[config.mk]
export PLATFORM = sky130hd
export DESIGN_NAME = cv32e40p_register_file_scrubber
export DESIGN_NICKNAME = d
export VERILOG_FILES = /design/src/rtl/cv32e40p_register_file_scrubber.sv
export SDC_FILE = /design/constraint.sdc
export NUM_CORES = 1
export LEC_CHECK = 0
export ABC_AREA = 1
export BUFFER_PORTS_ARGS = -buffer_cell sky130_fd_sc_hd__clkbuf_2
export CELL_PAD_IN_SITES_DETAIL_PLACEMENT = 0
export CELL_PAD_IN_SITES_GLOBAL_PLACEMENT = 1
export CORE_UTILIZATION = 32
export CTS_CLUSTER_DIAMETER = 120
export DETAILED_ROUTE_END_ITERATION = 8
export PLACE_DENSITY_LB_ADDON = 0.1
export SLEW_MARGIN = 20
export SYNTH_ARGS = -nofsm -noshare
export SYNTH_HDL_FRONTEND = slang
export SYNTH_SLANG_ARGS = --single-unit
[constraint.sdc]
create_clock -name clk -period 1.5 [get_ports clk]
set_input_delay 0.075 -clock clk [delete_from_list [all_inputs] [get_ports clk]]
set_output_delay 0.075 -clock clk [all_outputs]
set_load 0.02 [all_outputs]
[src/rtl/cv32e40p_register_file_scrubber.sv]
// Background ECC scrubber for the Hamming-protected register file (32 data bits, 38-bit codeword).
// Optional error log (err_count_o / last_err_addr_o) is built only when SCRUB_ERR_LOG_EN is defined.
module cv32e40p_register_file_scrubber #(
  parameter int NUM_WORDS      = 32,
  parameter int SCRUB_INTERVAL = 1024,
  localparam int ADDR_W        = $clog2(NUM_WORDS)
) (
  input  logic              clk,
  input  logic              rst,
  input  logic              scrub_en_i,
  input  logic              core_rd_busy_i,
  input  logic              core_we_i,
  input  logic [ADDR_W-1:0] core_waddr_i,
  output logic              rd_req_o,
  output logic [ADDR_W-1:0] rd_addr_o,
  input  logic [31:0]       dec_data_i,
  input  logic              dec_fault_i,
  output logic              wr_req_o,
  output logic [ADDR_W-1:0] wr_addr_o,
  output logic [37:0]       wr_codeword_o,
  input  logic              wr_gnt_i,
  output logic              sweep_done_o,
  output logic [15:0]       err_count_o,
  output logic [ADDR_W-1:0] last_err_addr_o
);

  localparam int CNT_W = (SCRUB_INTERVAL > 1) ? $clog2(SCRUB_INTERVAL) : 1;
  localparam logic [CNT_W-1:0]  LAST_CNT  = CNT_W'(SCRUB_INTERVAL - 1);
  localparam logic [ADDR_W-1:0] LAST_ADDR = ADDR_W'(NUM_WORDS - 1);
  localparam logic [ADDR_W-1:0] FIRST_ADDR = ADDR_W'(1);

  typedef enum logic [1:0] {
    IDLE,
    READ,
    WRITE,
    ADVANCE
  } state_t;

  state_t            state, state_nxt;
  logic [ADDR_W-1:0] ptr, ptr_nxt;
  logic [CNT_W-1:0]  cnt, cnt_nxt;
  logic [37:0]       cw_q;
  logic              sample;
  logic              hazard;

  // Hamming encode: data fills non-power-of-two positions; parity at position 2^k
  // covers every position with bit k set, giving a zero syndrome.
  function automatic logic [37:0] encode(input logic [31:0] d);
    logic [37:0] cw;
    logic        p;
    int          j;
    cw = '0;
    j  = 0;
    for (int i = 0; i < 38; i++) begin
      if (((i + 1) & i) != 0) begin
        cw[i] = d[j];
        j++;
      end
    end
    for (int k = 0; k < 6; k++) begin
      p = 1'b0;
      for (int i = 0; i < 38; i++) begin
        if ((((i + 1) & i) != 0) && ((((i + 1) >> k) & 1) != 0)) p ^= cw[i];
      end
      cw[(1 << k) - 1] = p;
    end
    return cw;
  endfunction

  // A core write to the entry being repaired carries newer data, so the writeback is dropped.
  assign hazard = core_we_i && (core_waddr_i == ptr);

  // NOTE: state registers use non-blocking assignments so every flop samples pre-edge values.
  always_ff @(posedge clk) begin
    if (rst) begin
      state <= IDLE;
      ptr   <= FIRST_ADDR;
      cnt   <= '0;
      cw_q  <= '0;
    end else begin
      state <= state_nxt;
      ptr   <= ptr_nxt;
      cnt   <= cnt_nxt;
      if (sample) cw_q <= encode(dec_data_i);
    end
  end

  // NOTE: every combinational output gets a default first, so no path can infer a latch.
  always_comb begin
    state_nxt = state;
    ptr_nxt   = ptr;
    cnt_nxt   = cnt;
    sample    = 1'b0;
    unique case (state)
      IDLE: begin
        if (!scrub_en_i) begin
          cnt_nxt = '0;
        end else if (cnt == LAST_CNT) begin
          cnt_nxt   = '0;
          state_nxt = READ;
        end else begin
          cnt_nxt = cnt + CNT_W'(1);
        end
      end
      READ: begin
        if (!core_rd_busy_i) begin
          sample    = 1'b1;
          state_nxt = dec_fault_i ? WRITE : ADVANCE;
        end
      end
      WRITE: begin
        if (hazard || wr_gnt_i) state_nxt = ADVANCE;
      end
      ADVANCE: begin
        ptr_nxt   = (ptr == LAST_ADDR) ? FIRST_ADDR : ptr + ADDR_W'(1);
        state_nxt = IDLE;
      end
      default: state_nxt = IDLE;
    endcase
  end

  assign rd_req_o      = (state == READ);
  assign rd_addr_o     = rd_req_o ? ptr : '0;
  assign wr_req_o      = (state == WRITE);
  assign wr_addr_o     = wr_req_o ? ptr : '0;
  assign wr_codeword_o = wr_req_o ? cw_q : '0;
  assign sweep_done_o  = (state == ADVANCE) && (ptr == LAST_ADDR);

`ifdef SCRUB_ERR_LOG_EN
  logic              log_en;
  logic [15:0]       err_count_q;
  logic [ADDR_W-1:0] last_err_q;

  assign log_en = (state == WRITE) && wr_gnt_i && !hazard;

  always_ff @(posedge clk) begin
    if (rst) begin
      err_count_q <= '0;
      last_err_q  <= '0;
    end else if (log_en) begin
      if (err_count_q != 16'hFFFF) err_count_q <= err_count_q + 16'd1;
      last_err_q <= ptr;
    end
  end

  assign err_count_o     = err_count_q;
  assign last_err_addr_o = last_err_q;
`else
  assign err_count_o     = '0;
  assign last_err_addr_o = '0;
`endif

endmodule

==> flow_summary.ini <==
[outcome]
status = finished, violations left
violations = negative setup slack

[setup_path]
critPathSlowestCell = dfxtp_2
crit_chain = buf_6 -> ha_4 -> buf_12 -> clkbuf_16 -> nand2_4 -> inv_2 -> buf_6
cp.arrival_ps = 1450
worstSetupPathType = flip-flop to output port
startpoint_type = flip-flop
cp.required_ps = 1420
critPathMaxFanout = 5
crit_family = buffers and inverters
critPathMostFrequentCell = buf_6
slowest_delay_ps = 330
path_buf_inv = 5
cp-end-kind = output port

[yosys]
synth_most_common_cell = nand2_1
synth_cell_types = 33
synth_area_per_cell_um2 = 5.76
synth_top_area_share = 0.274
synth_seq_cells = 55
synth_edf_count = 0
synth_flop_cell = dfxtp_1
yosys.area.top_type = dfxtp_1
yosys-top-cells-area = dfxtp_1, nand2_1, inv_1, nor2_1, a21oi_1
yosysWarnings = 0
async_flop_share = 0
yosysSeqAreaShare = 0.274
yosys-top-cells-count = nand2_1, inv_1, dfxtp_1, nor2_1, a21oi_1
syn_area_um2 = 4020
syn_inst = 699

[cells_and_area]
final_util = 0.473
syn_to_final_growth_pct = 42.3
diodes = 0
drive_above_1_share = 0.310
layout.cells.non_filler = 981
final_nets = 864

[detailed_routing]
dr.pass1.iters = 4
drt_iter0_markers = 199
finalWirelength_mm = 13.0
drt-vias-per-instance = 4.46
post_drt_wl_per_cell_um = 13.2
ant_nets = 0
vias = 4374
drc = 0

[grt]
antenna_found_initial = 0
first_global_vias = 3782
grt_usage = 0.182
grt-ovfl-total = 0
grt_max_degree = 68
grt_pass1_wl_mm = 18.7

[place]
hpwl_mm = 9.15
dpl.cell_count = 960
gp_congestion = 0.830
portBuffers = 94
pre_cts_ws_ps = -59.4

[power]
p_leak_nw = 3.48
powerDensity_nw_per_um2 = 932
ir_drop_v = 0.000456
total_power_w = 0.00534

[clocking]
cts-buffers-inserted = 5
clkTransAtPathRegs_ps = 70
cts_tree = done
cts_buffer_depth = 2
cts_sinks = 55
h-tree-depth = 2
clock_latency_ps = 300
clk_root_buffer_cell = clkbuf_16

[sta]
setup_slack_ps = -24.8
final-setup-viol-count = 28
period_minus_slack_ps = 1520
fmax_mhz = 656
rsz0062_at_grt = yes
maxSlewViolCount = 0
period_share = 1.02
finalHoldViolations = 0
clock_skew_ps = 4.67

[floorplanning]
ios = 116
fp-row-count = 40
initial_core_util = 0.332
die_area_um2 = 13000
fp.dieH_um = 114
die_w_um = 114
fp.coreArea_um2 = 12100

[min_path]
hold_class = primary input to flip-flop

[run]
drv_cap = 0
metrics by stage:
step / TNS (ps) / hold WS [ps] / area (um2)
2_1_floorplan: 0 / 190 / 4120
3_3_place_gp: 0 / 344 / 4740
3_5_place_dp: -370 / 350 / 4740
4_1_cts: -19.5 / 36.3 / 4960
5_1_grt: -2160 / 75.5 / 5720
6_report: -428 / 45.1 / 5720
metal layers:
| metal | vias to the layer above | GRT usage | wire length (um) |
|---|---|---|---|
| met4 | 0 | 0.0424 | 146 |
| met3 | 11 | 0.0281 | 504 |
| met1 | 1971 | 0.253 | 6330 |
| li1 | 2293 | - | - |
| met5 | - | 0 | 0 |
| met2 | 99 | 0.295 | 5990 |
path summary, 6_finish.rpt:
kind         cells after the start  slack, ps     startpoint               end
max                              7        -20       state[1]  wr_codeword_o[7]
min                              3         50  dec_data_i[0]           cw_q[2]
max reg2reg                     11         10         cnt[0]          state[1]
min reg2reg                      2        490         cnt[4]            cnt[4]
cell type report:
class / count / area, um2
Clock inverter: 3 / 22.5
Fill cell: 1317 / 6390
Clock buffer: 5 / 125
Tap cell: 168 / 210
Sequential cell: 55 / 1110
Timing Repair Buffer: 125 / 1150
Inverter: 127 / 484
Multi-Input combinational cell: 498 / 2620
flip-flops by register name, summed over array words and instances, names as in the netlist:
signal / cells
cw_q: 38
state: 2
cnt: 10
ptr: 5
kinds of logic after synthesis:
group,share of synthesized area
flip-flops,0.274
XOR/XNOR,0.0501
adder cells (fa/ha/maj),0.0249
AND/OR/NAND/NOR,0.365
AO/OA/AOI/OAI,0.109
other,0.000932
buffers and inverters,0.176
tightest hold or removal path, delay by kind of cell:
family                 cells  cell delay, ps
buffers and inverters      1             110
and+or+nand+nor            2             130
power breakdown:
part | internal, W | switching (W)
Combinational | 0.000953 | 0.00136
Clock | 0.000628 | 0.000605
Sequential | 0.00165 | 0.000149
Total | 0.00323 | 0.00211
what timing repair did:
action	CTS	global route
hold endpoints to repair	0	0
hold buffers	0	0
resized for setup	21	245
setup endpoints to repair	54	60
gates cloned	0	7
pin swaps	1	31
setup buffers	1	5
layout by cell type (no fill, tap or decap), drive strengths merged, types with 7 or more instances in the layout:
cell | Yosys | routed
buf | 26 | 69
o21ai | 36 | 36
ha | 8 | 8
xnor2 | 13 | 13
nor2 | 60 | 60
a21oi | 41 | 41
nand3 | 33 | 33
xor2 | 10 | 10
inv | 126 | 127
nor3 | 7 | 7
clkbuf | 13 | 61
nand2 | 255 | 255
conb | 1 | 21
dfxtp | 55 | 55
(Power assumes the default switching activity.)
